==> src/rtl/expe_sched.sv <==
// Experiment scheduler: validates requested codes and sequences every select-bus switch
// through a drain (bus forced to 0) and a settle phase so no two enables ever overlap.
//
// state  | meaning
// IDLE   | nothing selected, bus at 0, ready for a request
// DRAIN  | bus held at 0 while previous enable turns off
// SETTLE | new code driven, decoder settling, not yet running
// RUN    | selected experiment active, ready for a new request
module expe_sched #(
  parameter int unsigned SETTLE_CYC = 16
) (
  input  logic       clk,
  input  logic       rst_n,
  input  logic       req_valid,
  output logic       req_ready,
  input  logic [7:0] req_code,
  input  logic       abort,
  output logic [7:0] select,
  output logic       active,
  output logic       busy,
  output logic       done,
  output logic       err
);

  localparam logic [7:0] CNT_LOAD = 8'(SETTLE_CYC - 1);

  typedef enum logic [1:0] {IDLE, DRAIN, SETTLE, RUN} state_t;

  state_t     state, state_nx;
  logic [7:0] pending, pending_nx;
  logic [7:0] count, count_nx;
  logic [7:0] select_nx;
  logic       active_nx, busy_nx, done_nx, err_nx;
  logic       accept, code_legal;

  function automatic logic is_legal(input logic [7:0] c);
    logic [3:0] idx;
    idx = c[3:0];
    case (c[7:4])
      4'h0:    is_legal = (idx == 4'h0);
      4'h1:    is_legal = (idx >= 4'h1) && (idx <= 4'h5);
      4'h2:    is_legal = (idx >= 4'h1) && (idx <= 4'h9);
      4'h3:    is_legal = (idx >= 4'h1) && (idx <= 4'h6);
      4'h4:    is_legal = (idx >= 4'h1) && (idx <= 4'h6);
      default: is_legal = 1'b0;
    endcase
  endfunction

  assign req_ready  = ((state == IDLE) || (state == RUN)) && !abort;
  assign accept     = req_valid && req_ready;
  assign code_legal = is_legal(req_code);

  always_comb begin
    state_nx   = state;
    pending_nx = pending;
    count_nx   = count;
    done_nx    = 1'b0;
    err_nx     = 1'b0;
    case (state)
      IDLE, RUN: begin
        if (accept) begin
          if (!code_legal) begin
            err_nx = 1'b1;
          end else if ((state == IDLE && req_code == 8'h00) ||
                       (state == RUN && req_code == select)) begin
            done_nx = 1'b1;
          end else begin
            // a 0x00 from RUN drains with pending=0 and then falls back to IDLE
            pending_nx = req_code;
            count_nx   = CNT_LOAD;
            state_nx   = DRAIN;
          end
        end
      end
      DRAIN: begin
        if (count == 8'd0) begin
          if (pending == 8'h00) begin
            state_nx = IDLE;
            done_nx  = 1'b1;
          end else begin
            state_nx = SETTLE;
            count_nx = CNT_LOAD;
          end
        end else begin
          count_nx = count - 8'd1;
        end
      end
      SETTLE: begin
        if (count == 8'd0) begin
          state_nx = RUN;
          done_nx  = 1'b1;
        end else begin
          count_nx = count - 8'd1;
        end
      end
      default: state_nx = IDLE;
    endcase
    if (abort) begin
      state_nx   = IDLE;
      pending_nx = 8'h00;
      count_nx   = 8'd0;
      done_nx    = 1'b0;
      err_nx     = 1'b0;
    end
    select_nx = ((state_nx == SETTLE) || (state_nx == RUN)) ? pending_nx : 8'h00;
    active_nx = (state_nx == RUN);
    busy_nx   = (state_nx == DRAIN) || (state_nx == SETTLE);
  end

  always_ff @(posedge clk or negedge rst_n) begin
    if (!rst_n) begin
      state   <= IDLE;
      pending <= 8'h00;
      count   <= 8'd0;
      select  <= 8'h00;
      active  <= 1'b0;
      busy    <= 1'b0;
      done    <= 1'b0;
      err     <= 1'b0;
    end else begin
      state   <= state_nx;
      pending <= pending_nx;
      count   <= count_nx;
      select  <= select_nx;
      active  <= active_nx;
      busy    <= busy_nx;
      done    <= done_nx;
      err     <= err_nx;
    end
  end

endmodule

==> config.mk <==
export PLATFORM = sky130hd
export DESIGN_NAME = expe_sched
export DESIGN_NICKNAME = d
export VERILOG_FILES = /design/src/rtl/expe_sched.sv
export SDC_FILE = /design/constraint.sdc
export NUM_CORES = 1
export LEC_CHECK = 0
export ABC_AREA = 1
export ABC_CLOCK_PERIOD_IN_PS = 3500
export CAP_MARGIN = 20
export CORE_ASPECT_RATIO = 0.9
export CORE_UTILIZATION = 30
export DETAILED_ROUTE_END_ITERATION = 8
export GPL_ROUTABILITY_DRIVEN = 0
export SLEW_MARGIN = 20
export SYNTH_ARGS = -nofsm -noshare
export SYNTH_HDL_FRONTEND = slang
export SYNTH_SLANG_ARGS = --single-unit
==> constraint.sdc <==
create_clock -name clk -period 3.5 [get_ports clk]
set_clock_uncertainty 0.2 [all_clocks]
set_input_delay 0.525 -clock clk [delete_from_list [all_inputs] [get_ports clk]]
set_output_delay 0.525 -clock clk [all_outputs]
set_load 0.01 [all_outputs]
Word level (Yosys, flattened, before mapping)
Cells that the tools add are included.
{"block": "totals", "inputBits": 12, "word_cells": 85, "register_bits": 30}
{"block": "classes", "n_eq_ne": 16, "mux": 35, "n_reduce_logical": 21, "order_cmp": 4, "n_addsub": 1}
{"cell": "$mux 8", "count": 13}
{"cell": "$logic_not 8->1", "count": 3}
{"cell": "$pmux 8 s3", "count": 1}
{"cell": "$mux 2", "count": 7}
{"cell": "$ne 3x3->1 const B", "count": 4}
{"cell": "$mux 1", "count": 11}
{"cell": "$eq 2x2->1 const B", "count": 4}
{"cell": "$eq 4x2->1 const B", "count": 2}
{"cell": "$eq 8x8->1", "count": 1}
{"cell": "$le 4x3->1 const B", "count": 2}
{"cell": "$logic_not 4->1", "count": 2}
{"cell": "$sub 8x1->8 const B", "count": 1}
{"cell": "$logic_and 1x1->1", "count": 7}
{"cell": "$pmux 2 s3", "count": 1}
{"cell": "$reduce_and 5->1", "count": 1}
{"cell": "$eq 2x1->1 const B", "count": 2}
{"cell": "$eq 4x1->1 const B", "count": 1}
{"cell": "$eq 4x3->1 const B", "count": 1}
{"cell": "$ge 4x1->1 const B", "count": 1}
{"cell": "$le 4x4->1 const B", "count": 1}
{"cell": "$logic_or 1x1->1", "count": 4}
{"cell": "$ne 4x4->1 const B", "count": 1}
{"cell": "$pmux 1 s4", "count": 1}
{"cell": "$reduce_or 2->1", "count": 2}
{"cell": "3 further kinds", "count": 3}

Logic depth before layout (Yosys ltp)
{"block": "depth", "depth_word": 11, "mapped_depth": 16, "mapped_depth_nobuf": 15}

Least setup slack after synthesis
Ideal clock, no wire load.
{"block": "synth_path", "path_type": "reg-to-reg", "from": "register state[0]", "to": "register select[0]", "arrival_time_ns": 2.295, "synth_period_minus_slack_ns": 2.631, "path_stages_with_launch": 13, "slack_ns": 0.869, "required_ns": 3.165, "path_cell_list": "dfrtp_1 > inv_1 > ha_1 > clkbuf_1 > nor2_1 > nand2_1 > inv_2 > nand3_4 > nand2_1 > a21oi_1 > ha_1 > nor2_1 > nor2_1"}
{"block": "synth_between", "word_cells_on_any_way": 27, "cone_classes": "eq/ne: 5; mux: 13; reduce/logical: 9"}
{"item": "start: declaration", "line": "29", "rtl": "state_t state, state_nx;"}
{"item": "start signal: assignment", "line": "121", "rtl": "state <= state_nx;"}
{"item": "$eq 2x2->1 or $logic_not 2->1 (tied branches)", "line": "49", "rtl": "assign req_ready = ((state == IDLE) || (state == RUN)) && !abort;"}
{"item": "$logic_or 1x1->1 *", "line": "49"}
{"item": "$logic_and 1x1->1 *", "line": "49"}
{"item": "named net req_ready", "line": "15", "rtl": "output logic req_ready,"}
{"item": "$logic_and 1x1->1 *", "line": "50", "rtl": "assign accept = req_valid && req_ready;"}
{"item": "$mux 2 *", "line": "61", "rtl": "if (accept) begin"}
{"item": "$pmux 2 s3 *", "line": "59", "rtl": "case (state)"}
{"item": "$mux 2 *", "line": "98", "rtl": "if (abort) begin"}
{"item": "named net state_nx[1]", "line": "29"}
{"item": "$eq 2x2->1 *"}
{"item": "named net active_nx", "line": "33", "rtl": "logic active_nx, busy_nx, done_nx, err_nx;"}
{"item": "$logic_or 1x1->1 *", "line": "105", "rtl": "select_nx = ((state_nx == SETTLE) || (state_nx == RUN)) ? pending_nx : 8'h00;"}
{"item": "$mux 8 *", "line": "105"}
{"item": "named net select_nx[0]", "line": "32", "rtl": "logic [7:0] select_nx;"}
{"item": "end signal: assignment", "line": "124", "rtl": "select <= select_nx;"}
{"item": "end: declaration", "line": "18", "rtl": "output logic [7:0] select,"}
The timed path passes the listed nets; every way through them passes the cells marked *.
A chain may end at the register's enable or synchronous reset.

Final worst setup path
{"block": "layout_path", "from": "register state[1]", "to": "output port req_ready"}
{"block": "layout_between", "elab_chain_cells": 3, "word_cells_on_any_way": 4, "cone_classes": "eq/ne: 1; reduce/logical: 3"}
{"item": "$eq 2x2->1 or $logic_not 2->1 (tied branches)", "line": "49"}
{"item": "$logic_or 1x1->1 *", "line": "49"}
{"item": "$logic_and 1x1->1 *", "line": "49"}
{"item": "end: declaration", "line": "15"}
Mark *: on every way between the ends. The rest lies on a longest branch, timed or not.

==> implementation parameters <==
Parameter                              Value

Clock network
  Clk slew on worst S/H paths ... 0.06 ns
  Clk buf depth ... 2
  Root Driver ... clkbuf_8
  # Post-CTS Setup Buffers ... 0
  CTS Sinks ... 30
  Number of resized instances in the post-cts repair step ... 0
  CTS Buf Count ... 5
  Count of hold-fix buffers inserted at cts ... 0
  CTS tree ... done
  Insertion delay of the later-clocked pin in the worst-skew pair ... about 0.28 ns
  Number of H-tree levels ... 2

Yosys
  Synthesis-stage register bit count ... 30
  Post-Synthesis Net Count ... 274
  Gate Count Post-Synth ... 254
  Leading post-synthesis cells by cell area ... dfrtp_1 40%, nand2_1 12%, inv_1 8.5%
  Post-synth cell types ... 26
  Post-synthesis cell area ... approximately 1900 um^2
  Count of yosys warnings during synthesis ... 0
  Sequential element share of the synthesized area ... 0.404
  Post-Synthesis Mean Instance Area ... roughly 7.3 um^2
  Cell type with the highest aggregate area in the netlist ... dfrtp_1
  Share of the synthesized area in the top cell type ... 0.404

Floorplanning
  Core Region ... 5820 um^2
  Number of top-level pins ... 25
  Vertical extent of the die ... ~77 um
  Initial Utilization ... 0.319
  Total Die Area ... 6520 um^2
  Die extent in x ... 85.0 um
  Std-Cell Rows ... 26

STA
  Max-slew violations ... 0
  Min Clock Period, post-route ... 2.77 ns
  Final period utilization ... 0.792
  Worst-case headroom to the max-slew limit ... 0.762
  Tightest Pin Transition ... 0.358 ns
  Worst Setup Slack, final ... 0.729 ns
  Number of endpoints with negative hold slack in the final report ... 0
  RSZ-0062 raised after global routing ... no
  Max Fclk ... between 0.3 and 0.4 GHz
  Final-layout setup total negative slack ... 0 ns
  Final setup violation count ... 0

Route
  Average routed wire per standard cell ... roughly 11 um
  Post-route DRC violation count ... 0
  Initial DRT Pass Iterations ... 4
  Detailed-route vias per instance ... 4.54
  Detailed-route via count ... 1610
  Drt first-iter violations ... 67
  Antenna violation net count after detailed routing ... 0
  Total length of routed wires ... just under 4000 um

Placed design
  Number of buffers inserted by port buffering ... 24
  Post-detail-place hpwl ... 3050 um
  Minimum setup slack after placement ... 0.518 ns
  Placed cell count ... 348

Outcome
  Result of the run ... finished, final reports clean

Cells and area
  Area taken by multi-input logic gates ... about 900 um^2
  Final standard cell count with taps included and fillers excluded ... 355
  Ratio of cells with drive above 1 in the final layout ... 0.0807
  N_diodes ... 0
  Area taken by flip-flops and latches ... 751 um^2
  Final layout net count ... 305
  Area added between synthesis and finish ... 23.8%
  Commonest cells after routing, fill and taps aside ... 57 x nand2_1, 42 x inv_1, 38 x nor2_1
  Leading cell type in the layout, fill and taps excluded ... nand2_1
  Number of filler cells placed in the layout ... 590

Worst setup path
  Endpoint class of the critical path ... output port
  Crit path buf inv count ... 2
  Max stage delay cell, worst path ... clkdlybuf4s50_1
  Critical-path maximum fanout ... 7
  Worst Path Required ... 2.77 ns
  Cells along the critical path ... inv_1 > ha_1 > nor2_1 > clkdlybuf4s50_1
  Worst path arrival time ... between 2 and 2.5 ns
  Worst Path Class, Setup ... reg2out
  Worst path max stage delay ... around 0.58 ns
  Worst setup SP type ... flop
  Family with the most delay on the worst path ... buffers and inverters

Power
  Leakage dissipation ... ~1.2 nW
  P per Cell Area ... approximately 530 nW/um^2
  Peak VDD IR ... between 0.15 and 0.2 mV

Global route
  Grt met2 use ... 0.185
  Total routing resource utilization after global routing ... 0.132
  Maximum number of pins on one net before global-route repair ... 31
  GR met3 Demand/Resource ... 0.0301
  First-pass GRT wire length ... 6710 um
  Global Route met1 Usage ... 0.194
  Vias in the first global route ... ~1500
  Final global-route overflow total ... 0
  Most Crowded Layer GR ... met1
  Number of antenna violations at the first check in global routing ... 0

Run
  Max capacitance violation total ... 0

Min path
  HP Class ... reg2reg
-- kinds of logic (layout without fill, tap and decap cells) --
family	count (synthesis)	count (layout)	synth area share
and+or+nand+nor	143	143	0.355
buffers and inverters	49	80	0.106
DFF	30	30	0.404
AOI/OAI and AO/OA	17	17	0.0491
adders and majority gates	8	8	0.0538
xor gates and xnor gates	7	7	0.0330
-- Yosys cell counts --
library cell,instances
a21oi_1,3
a31oi_1,1
buf_2,1
buf_6,1
clkbuf_1,1
clkbuf_4,1
dfrtp_1,30
ha_1,8
inv_1,42
inv_2,3
nand2_1,57
nand2_2,1
nand3_1,21
nand3_2,4
nand3_4,1
nand4_1,15
nor2_1,38
nor2_2,2
nor2_4,1
nor3_1,2
nor4_1,1
o211ai_1,2
o21ai_0,10
o21ai_1,1
xnor2_1,3
xor2_1,4
-- routing by layer --
layer / part of all wire / vias up
met5: 0 / -
met4: 0.017 / 0
met3: 0.052 / 9
met2: 0.41 / 34
met1: 0.52 / 705
li1: - / 862
-- power breakdown --
part	internal, mW	switching, mW	total, mW
Sequential	0.385	0.0296	0.414
Combinational	0.175	0.285	0.460
Clock	0.227	0.121	0.348
-- worst paths after layout --
kind	startpoint	end	slack, ns	cells past startpoint
worst max-delay path	state[1]	req_ready	0.73	4
worst min-delay path	count[7]	count[7]	0.32	2
worst max register to register	state[1]	select[1]	0.83	12
worst min register to register	count[7]	count[7]	0.32	2
max in group asynchronous	rst_n	done	2.41	2
min in group asynchronous	rst_n	pending[7]	0.42	2
-- worst register-to-register path: stages (launching register included) --
cell     delay (ns)
dfrtp_1        0.44
inv_1          0.09
ha_1           0.39
nor2_1         0.27
nand2_1        0.15
inv_2          0.16
nand3_4        0.15
nand2_1        0.09
a21oi_1        0.10
ha_1           0.21
nor2_1         0.10
buf_4          0.15
nor2_1         0.05
-- metrics by stage --
stage / hold WS [ns] / utilization / cell area (um^2) / power, mW
floorplan: 0.0294 / - / 1860 / 0.743
global placement: 0.311 / 0.376 / 2190 / 0.882
detailed placement: 0.317 / 0.376 / 2190 / 0.881
CTS: 0.334 / 0.395 / 2300 / 1.24
global route: 0.346 / 0.395 / 2300 / 1.33
finish: 0.325 / 0.395 / 2300 / 1.22
-- final cells by class --
cell class              count  area share
clock inverters             1      0.0130
inverters                  45      0.0734
flip-flops and latches     30       0.326
clock buffers               6      0.0359
repair buffers             28       0.117
well taps                  70      0.0380
multi-input cells         175       0.396
-- state kept, by name, summed over array words and instances, names as in the netlist --
signal and count:
count 8, pending 8, select 8, state 2
active 1, busy 1, done 1, err 1
No activity file was read; power rests on OpenSTA's default activity.
